$ cat src/rtl/stream_fifo_pkg.sv
// Shared width helpers and pointer arithmetic for the stream_fifo slice.
// Pointer wrap is explicit, so any DEPTH >= 2 is legal.
package stream_fifo_pkg;

  function automatic int addr_w(input int depth);
    return (depth > 32'sd1) ? $clog2(depth) : 32'sd1;
  endfunction

  function automatic int lvl_w(input int depth);
    return $clog2(depth + 32'sd2);
  endfunction

  function automatic int next_idx(input int idx, input int depth);
    return (idx == depth - 32'sd1) ? 32'sd0 : idx + 32'sd1;
  endfunction

endpackage

$ cat src/rtl/stream_fifo_outreg.sv
// Output register stage for stream_fifo (REG_OUT=1): holds the head word in a
// flop and decides between bypass from the input and refill from the array.
module stream_fifo_outreg
  import stream_fifo_pkg::*;
#(
  parameter int DATA_W = 32
) (
  input  logic              clk,
  input  logic              rst_n,
  input  logic              flush,
  input  logic              push,
  input  logic              pop,
  input  logic [DATA_W-1:0] in_data,
  input  logic              arr_empty,
  input  logic [DATA_W-1:0] arr_head,
  output logic              arr_wr,
  output logic              arr_rd,
  output logic              oreg_valid,
  output logic [DATA_W-1:0] out_data
);

  logic              valid_q, valid_d;
  logic [DATA_W-1:0] data_q, data_d;
  logic              bypass_s;

  // An incoming word skips the array only when nothing older is stored there.
  assign bypass_s   = push & arr_empty & (~valid_q | pop);
  assign arr_rd     = pop & ~arr_empty;
  assign arr_wr     = push & ~bypass_s;
  assign oreg_valid = valid_q;
  assign out_data   = data_q;

  always_comb begin
    valid_d = valid_q;
    data_d  = data_q;
    if (flush) begin
      valid_d = 1'b0;
    end else if (bypass_s) begin
      valid_d = 1'b1;
      data_d  = in_data;
    end else if (arr_rd) begin
      valid_d = 1'b1;
      data_d  = arr_head;
    end else if (pop) begin
      valid_d = 1'b0;
    end else begin
      valid_d = valid_q;
      data_d  = data_q;
    end
  end

  always_ff @(posedge clk or negedge rst_n) begin
    if (!rst_n) begin
      valid_q <= 1'b0;
      data_q  <= {DATA_W{1'b0}};
    end else begin
      valid_q <= valid_d;
      data_q  <= data_d;
    end
  end

endmodule

$ cat src/rtl/stream_fifo.sv
// Parametrised valid/ready stream FIFO with true occupancy, almost flags,
// synchronous flush, sticky error flags and an optional registered output.
module stream_fifo
  import stream_fifo_pkg::*;
#(
  parameter int DATA_W   = 32,
  parameter int DEPTH    = 8,
  parameter int AF_LEVEL = DEPTH - 1,
  parameter int AE_LEVEL = 1,
  parameter int REG_OUT  = 0
) (
  input  logic                        clk,
  input  logic                        rst_n,
  input  logic                        flush,
  input  logic                        in_valid,
  output logic                        in_ready,
  input  logic [DATA_W-1:0]           in_data,
  output logic                        out_valid,
  input  logic                        out_ready,
  output logic [DATA_W-1:0]           out_data,
  output logic [$clog2(DEPTH+2)-1:0]  level,
  output logic                        almost_full,
  output logic                        almost_empty,
  output logic                        overflow,
  output logic                        underflow
);

  localparam int ADDR_W = addr_w(DEPTH);
  localparam int LVL_W  = lvl_w(DEPTH);
  localparam int CAP    = DEPTH + ((REG_OUT != 0) ? 1 : 0);
  localparam logic [LVL_W-1:0] CAP_L = LVL_W'(CAP);
  localparam logic [LVL_W-1:0] AF_L  = LVL_W'(AF_LEVEL);
  localparam logic [LVL_W-1:0] AE_L  = LVL_W'(AE_LEVEL);
  localparam logic [LVL_W-1:0] ONE_L = {{(LVL_W-1){1'b0}}, 1'b1};

  logic [ADDR_W-1:0] wr_ptr_q, wr_ptr_d;
  logic [ADDR_W-1:0] rd_ptr_q, rd_ptr_d;
  logic [LVL_W-1:0]  level_q, level_d;
  logic              overflow_q, overflow_d;
  logic              underflow_q, underflow_d;
  logic [DATA_W-1:0] mem_q [DEPTH];

  logic              push_s, pop_s;
  logic              arr_wr_s, arr_rd_s;
  logic [DATA_W-1:0] arr_head_s;

  // in_ready depends only on stored level, never on out_ready.
  assign in_ready     = (level_q < CAP_L);
  assign out_valid    = (level_q != {LVL_W{1'b0}});
  assign push_s       = in_valid & in_ready & ~flush;
  assign pop_s        = out_ready & out_valid & ~flush;
  assign arr_head_s   = mem_q[rd_ptr_q];
  assign level        = level_q;
  assign almost_full  = (level_q >= AF_L);
  assign almost_empty = (level_q <= AE_L);
  assign overflow     = overflow_q;
  assign underflow    = underflow_q;

  generate
    if (REG_OUT != 0) begin : g_reg_out
      logic oreg_valid_s;
      logic arr_empty_s;

      // Words in the array = level minus the one held in the output flop.
      assign arr_empty_s = (level_q == {{(LVL_W-1){1'b0}}, oreg_valid_s});

      stream_fifo_outreg #(
        .DATA_W (DATA_W)
      ) u_outreg (
        .clk        (clk),
        .rst_n      (rst_n),
        .flush      (flush),
        .push       (push_s),
        .pop        (pop_s),
        .in_data    (in_data),
        .arr_empty  (arr_empty_s),
        .arr_head   (arr_head_s),
        .arr_wr     (arr_wr_s),
        .arr_rd     (arr_rd_s),
        .oreg_valid (oreg_valid_s),
        .out_data   (out_data)
      );
    end else begin : g_comb_out
      assign arr_wr_s = push_s;
      assign arr_rd_s = pop_s;
      assign out_data = arr_head_s;
    end
  endgenerate

  always_comb begin
    wr_ptr_d    = wr_ptr_q;
    rd_ptr_d    = rd_ptr_q;
    level_d     = level_q;
    overflow_d  = overflow_q;
    underflow_d = underflow_q;
    if (flush) begin
      wr_ptr_d    = {ADDR_W{1'b0}};
      rd_ptr_d    = {ADDR_W{1'b0}};
      level_d     = {LVL_W{1'b0}};
      overflow_d  = 1'b0;
      underflow_d = 1'b0;
    end else begin
      wr_ptr_d    = arr_wr_s ? ADDR_W'(next_idx(32'(wr_ptr_q), DEPTH)) : wr_ptr_q;
      rd_ptr_d    = arr_rd_s ? ADDR_W'(next_idx(32'(rd_ptr_q), DEPTH)) : rd_ptr_q;
      overflow_d  = overflow_q | (in_valid & ~in_ready);
      underflow_d = underflow_q | (out_ready & ~out_valid);
      case ({push_s, pop_s})
        2'b10:   level_d = level_q + ONE_L;
        2'b01:   level_d = level_q - ONE_L;
        default: level_d = level_q;
      endcase
    end
  end

  always_ff @(posedge clk or negedge rst_n) begin
    if (!rst_n) begin
      wr_ptr_q    <= {ADDR_W{1'b0}};
      rd_ptr_q    <= {ADDR_W{1'b0}};
      level_q     <= {LVL_W{1'b0}};
      overflow_q  <= 1'b0;
      underflow_q <= 1'b0;
    end else begin
      wr_ptr_q    <= wr_ptr_d;
      rd_ptr_q    <= rd_ptr_d;
      level_q     <= level_d;
      overflow_q  <= overflow_d;
      underflow_q <= underflow_d;
    end
  end

  // Storage array is deliberately not reset; validity is tracked by level.
  always_ff @(posedge clk) begin
    if (arr_wr_s) begin
      mem_q[wr_ptr_q] <= in_data;
    end
  end

endmodule
$ cat config.mk
export PLATFORM = sky130hd
export DESIGN_NAME = stream_fifo
export DESIGN_NICKNAME = d
export VERILOG_FILES = /design/src/rtl/stream_fifo_pkg.sv /design/src/rtl/stream_fifo_outreg.sv /design/src/rtl/stream_fifo.sv
export SDC_FILE = /design/constraint.sdc
export NUM_CORES = 1
export LEC_CHECK = 0
export ABC_AREA = 1
export BUFFER_PORTS_ARGS = -buffer_cell sky130_fd_sc_hd__buf_2
export CAP_MARGIN = 20
export CORE_ASPECT_RATIO = 1.25
export CORE_MARGIN = 2
export CORE_UTILIZATION = 60
export CTS_CLUSTER_DIAMETER = 50
export DETAILED_ROUTE_END_ITERATION = 10
export PLACE_DENSITY = 0.79
export REMOVE_ABC_BUFFERS = 1
export SLEW_MARGIN = 20
export SYNTH_ARGS = -nofsm -noshare
export SYNTH_HDL_FRONTEND = slang
export SYNTH_HIERARCHICAL = 1
export SYNTH_SLANG_ARGS = --single-unit
$ cat constraint.sdc
create_clock -name clk -period 4 [get_ports clk]
set_input_delay 0.6 -clock clk [delete_from_list [all_inputs] [get_ports clk]]
set_output_delay 0.6 -clock clk [all_outputs]
set_load 0.01 [all_outputs]
==> impl_results.md, run 1 <==
* Setup WS pre-CTS at 1.293 ns
* DP Area at 11,420 µm²
* CTS Buf Count at 24
* Synth Register Bits at 268
* Area of the multi-input gates at 2541 µm²
* Sink Count at 268
* CP peak stage delay at 0.89 ns
* Critical path startpoint category: flop
* Most common cell in the netlist: edfxtp_1
* CP Max Fanout at 67
* Fmax at 320.5 MHz
* Root buf cell: clkbuf_16
* Asr flop ratio synth at 0.04478
* Syn Inst Count at 896
* Final wirelength at 22,020 µm
* Seq/Total Area, Yosys at 0.7363
* Vias in the first global route at 6,807
* Ys Warns at 6
* Initial drt markers at 802
* Layout cell share with drive strength beyond 1 at 0.1394
* Design Area, Final at 12,150 µm²
* Largest net degree at the start of global routing at 105
* Crit path cell chain: buf_12, o21ai_0, o21ai_0, nand2_1, nand2_1, buf_2
* Initial Utilization at 0.6063
* Clock transition at path regs at 0.06 ns
* Synth area leaders: edfxtp_1 71%, o21ai_0 7.3%, nor2_1 7.0%, nand2_1 4.5%, dfrtp_1 2.8%
* Grt total ovfl at 0
* # DRC at 0
* Row count at 55
* Avg Vias per Cell at 5.720
* RSZ-0062 raised after global routing: no
* Syn-to-layout area delta at 11.96%
* Synth top area share at 0.7087
* Register Area at 7995 µm²
* Detailed placement HPWL at 12,570 µm
* Hold Fails Final Rpt at 0
* CP top delay family: flip-flops
* Total power draw at 0.007233 W
* Fin. max-slew vios at 0
* Routed length per instance at 18.17 µm
* Filler instances at 1,180
* Hold Crit Class: input pin to flop
* DIE AREA at 19,180 µm²
* Setup TNS at 0 ns
* Mapped Avg Cell Area at 12.11 µm²
* Synth Area in Simple Gates at 0.1227
* Largest family of logic cells by synthesized area: simple AND/OR/NAND/NOR gates
* Post-route setup slack at 0.8802 ns
* Post-synth EDFFs at 256
* Post-synthesis cell type count at 25
* Leakage Power at 4.366 nW
* Max Root-Sink Buffers at 3
* Crit Path Class: flop to primary output
* Core area at 17,890 µm²
* Final worst-path cycle share at 0.7800
* Initial antenna violation count at 1
* Skew-Pair Late Insertion Delay at 0.51 ns
* Global Route Usage Sum at 0.2273
* ANT nets after route at 0
* Status: finished, final reports clean
* CP arrival at 2.52 ns
* CTS tree: yes
* First drt pass iteration count at 5
* Max_cap viols at 0
* Die width at 124.3 µm
* First-pass GRT wire length at 34,900 µm
* Final GP Congestion at 0.7869
* Post-route insts no fill at 1,212
* Pwr Density at 595.6 nW/µm²
* Synth Area in Compound Gates at 0.09516
* Cell Area, Synth at 10,850 µm²
* Total vias in the final route at 6,933
* Minimum clock period at 3.120 ns
* Worst setup EP type: primary output
* CP Buf/Inv Count at 2
* Post-Synth Adder-Cell Area at 0.009227
* Max-slew headroom at 0.2809
* Post-synth top cells: 256 x edfxtp_1, 203 x nor2_1, 159 x o21ai_0, 129 x nand2_1, 40 x o21ai_1
* Peak supply drop at 0.3973 mV
* Worst Skew at 0.007118 ns
* Main synth FF type: edfxtp_1
* Die height at 154.3 µm
* Post-synthesis xor/xnor area fraction at 0.001615
* Count of final setup violators at 0
* IO Count at 79
* Inst Count DP at 1,166
* Port bufs at 78
* WP data required at 3.40 ns
* Mux contribution to synthesized area at 0
* Area leader, netlist: edfxtp_1
* Slowest CP cell: dfrtp_4
* Least-Margin Pin Slew at 1.078 ns
* CTS H-tree depth at 1
* Nets at 1,010
-- per-stage QoR --
step | hold WS, ns | util
after floorplan | 0.3044 | -
after global placement | 0.4902 | 0.6383
after detailed placement | 0.4938 | 0.6383
after CTS | 0.2992 | 0.6787
after global routing | 0.3288 | 0.6787
final | 0.3098 | 0.6788
-- per-layer routing --
metal  GRT usage  vias to the layer above  wire, µm
li1            -                     3282         -
met4     0.06849                        0       439
met5           0                        -         0
met3     0.02906                       36      1572
met2      0.3929                      272     11170
met1      0.3065                     3343      8840
-- area by class of cell --
class / count / share of cell area
clock buffers: 38 / 0.05635
diodes: 1 / 0.0002060
clock inverters: 6 / 0.002369
multi-input cells: 562 / 0.2092
repair buffers: 94 / 0.04533
well taps: 228 / 0.02349
flip-flops and latches: 268 / 0.6583
inverters: 15 / 0.004739
-- worst register-to-register path, delay by kind of cell (launching register included) --
| family | cells | cell delay, ns |
|---|---|---|
| simple gates | 3 | 1.26 |
| flops | 1 | 0.50 |
| buf+inv | 1 | 0.43 |
-- power breakdown --
group,total (W),switching [W],internal (W)
sequential,0.00333,0.000151,0.00318
combinational,0.00181,0.00120,0.000614
clock,0.00209,0.000922,0.00117
-- sequential cells by signal, summed over array words and instances, names as in the netlist --
signal and cells:
rd_ptr_q 3, wr_ptr_q 3, mem_q 256, level 4, underflow 1, overflow 1
-- placed cells by master (no fill, tap or decap), types with 3 or more instances in the layout --
cell type / count
nor2_1: 195
o21ai_1: 40
clkinv_1: 3
ha_1: 8
dfrtp_1: 10
inv_1: 13
buf_2: 78
edfxtp_1: 256
clkbuf_1: 12
a21oi_1: 3
clkinv_2: 3
buf_4: 12
nor2_4: 9
nand2_1: 129
nand3_1: 10
o21ai_0: 159
clkbuf_16: 25
buf_12: 3
-- what timing repair did --
action | 4_1_cts | 5_1_grt
endpoints found under the hold margin | 12 | 0
gates resized for setup | 0 | 0
hold buffers | 1 | 0
buffers inserted | 0 | 0
-- worst paths after layout --
path	startpoint	endpoint	slack, ns	depth (start not counted)
worst max-delay path	rd_ptr_q[1]	out_data[19]	0.88	6
worst max register to register	level[3]	mem_q[6][24]	1.46	4
max in group asynchronous	rst_n	rd_ptr_q[1]	3.25	2
min in group asynchronous	rst_n	underflow	0.51	2
worst min register to register	overflow	overflow	0.53	2
worst min-delay path	flush	underflow	0.31	2
-- cells by family (layout without fill, tap and decap cells) --
| family | after synthesis | count (layout) |
|---|---|---|
| adders and majority gates | 8 | 8 |
| and+or+nand+nor | 347 | 347 |
| xor gates and xnor gates | 2 | 2 |
| buffers and inverters | 66 | 153 |
| other | 0 | 1 |
| AOI/OAI and AO/OA | 205 | 205 |
| DFF | 268 | 268 |
Power figures use the tool's default switching activity.
==> inputs of run 2 (changes only) <==
==> constraint.sdc (replaced) <==
create_clock -name clk -period 3.25 [get_ports clk]
set_input_delay 0.4875 -clock clk [delete_from_list [all_inputs] [get_ports clk]]
set_output_delay 0.4875 -clock clk [all_outputs]
set_load 0.01 [all_outputs]
==> run 2 against run 1 <==
Against the previous run: count of clock-buffer cells in the layout decreased by 10; combinational power grew 29%; routed wire length up 5.8%; critical path depth is the same; cell area grew 0.50%; via count up 1.0%; power up 25%; sequential share of layout area decreased by 0.33 points; critical path type unchanged; cell count barely moved; clock power up 27%.
==> impl_results.md, run 2 (synthesis results as in run 1) <==
* Post-route setup slack at 0.2563 ns
* Post-route insts no fill at 1,213
* Vias in the first global route at 6,791
* N_diodes at 0
* ANT nets after route at 0
* Avg Vias per Cell at 5.772
* CTS tree: yes
* DIE AREA at 19,180 µm²
* Fmax at 334.0 MHz
* CP Max Fanout at 68
* Routed length per instance at 19.20 µm
* Initial antenna violation count at 0
* Syn-to-layout area delta at 12.53%
* RSZ-0062 raised after global routing: no
* Peak supply drop at 0.4900 mV
* # DRC at 0
* Largest register by flop count: mem_q
* Least-Margin Pin Slew at 0.6973 ns
* Die width at 124.3 µm
* Final wirelength at 23,290 µm
* Max Root-Sink Buffers at 3
* CP arrival at 2.51 ns
* Count of final setup violators at 0
* Initial Utilization at 0.6063
* Commonest non-fill, non-tap cell in the layout: edfxtp_1
* Row count at 55
* Largest register FFs at 256
* Postcts setup bufs at 0
* IO Count at 79
* Global Route Usage Sum at 0.2395
* Nets at 1,012
* Status: finished, final reports clean
* Final GP Congestion at 0.7887
* Sink Count at 268
* Layout cell share with drive strength beyond 1 at 0.1482
* Skew-Pair Late Insertion Delay at 0.51 ns
* First-pass GRT wire length at 36,040 µm
* Die height at 154.3 µm
* Critical path startpoint category: flop
* Worst Skew at 0.01054 ns
* Max-slew headroom at 0.5351
* Total vias in the final route at 7,002
* Minimum clock period at 2.994 ns
* First drt pass iteration count at 5
* Initial drt markers at 878
* Hold Fails Final Rpt at 0
* Detailed placement HPWL at 13,630 µm
* CTS H-tree depth at 1
* Hold Crit Class: input pin to flop
* Core area at 17,890 µm²
* Root buf cell: clkbuf_16
* Setup WS pre-CTS at 0.7880 ns
* Leakage Power at 4.394 nW
* Grt total ovfl at 0
* Fin. max-slew vios at 0
* Final worst-path cycle share at 0.9211
* Clock transition at path regs at 0.06 ns
* CTS Buf Count at 24
* Port bufs at 78
* Largest net degree at the start of global routing at 132
* Max_cap viols at 0
* Final core area utilization at 0.6822
* Most frequent cells in the layout: 256 x edfxtp_1, 195 x nor2_1, 159 x o21ai_0
* Inst Count DP at 1,168
* Worst setup EP type: primary output
* Pwr Density at 741.7 nW/µm²
* Setup TNS at 0 ns
* WP data required at 2.76 ns
* Crit Path Class: flop to primary output
[run 2: cell types whose count changed in the layout (fill, tap and decap cells not counted), moves of 2 or more]
| cell | before | now |
|---|---|---|
| clkinv_1 | 3 | 5 |
| clkinv_2 | 3 | 6 |
| clkinvlp_4 | 1 | 4 |
| clkbuf_1 | 12 | 3 |
[run 2: worst paths after layout]
check                            startpoint      endpoint  slack (ns)  cells past startpoint
worst max-delay path            rd_ptr_q[1]  out_data[30]        0.26                      6
worst max register to register     level[3]  mem_q[7][22]        0.90                      4
min in group asynchronous             rst_n   rd_ptr_q[2]        0.39                      2
max in group asynchronous             rst_n   rd_ptr_q[1]        2.60                      2
worst min-delay path                  flush     underflow        0.19                      2
worst min register to register     overflow      overflow        0.51                      2
[run 2: where the power goes]
part | internal [W] | total [W] | switching [W]
Sequential | 0.00391 | 0.00405 | 0.000135
Combinational | 0.000768 | 0.00234 | 0.00157
Clock | 0.00149 | 0.00266 | 0.00118
[run 2: cell type report]
class,count,area [µm²]
Timing Repair Buffer,96,578.1
Clock inverter,16,112.6
Tap cell,228,285.3
Inverter,15,57.56
Sequential cell,268,7995
Clock buffer,28,636.9
Fill cell,1237,5685
Multi-Input combinational cell,562,2541
[run 2: repair_timing]
action | 4_1_cts | 5_1_grt
hold buffers | 1 | 0
hold endpoints to repair | 12 | 0
resized for setup | 0 | 0
[run 2: through the flow]
step                hold WS [ns]  total power [W]  area [µm²]
detailed placement        0.3868         0.006432       11450
CTS                       0.1831         0.009082       12210
finish                    0.1941         0.009053       12210
global placement          0.3893         0.006373       11450
global route              0.1916         0.009521       12210
floorplan                 0.1919         0.005512       10530
[run 2: worst max-delay path, cell delays in order, from the launching register on]
cell and delay [ns]:
dfrtp_4 0.89, buf_12 0.30, o21ai_0 0.13, o21ai_0 0.32, nand2_1 0.08, nand2_1 0.11, buf_2 0.14
[run 2: routing by layer]
metal | routed length, µm | up-vias | track usage | share of wire
met4 | 581 | 0 | 0.07919 | 0.025
met1 | 9463 | 3333 | 0.3343 | 0.41
met2 | 11220 | 337 | 0.3934 | 0.48
met5 | 0 | - | 0 | 0
li1 | - | 3284 | - | -
met3 | 2020 | 48 | 0.03736 | 0.087
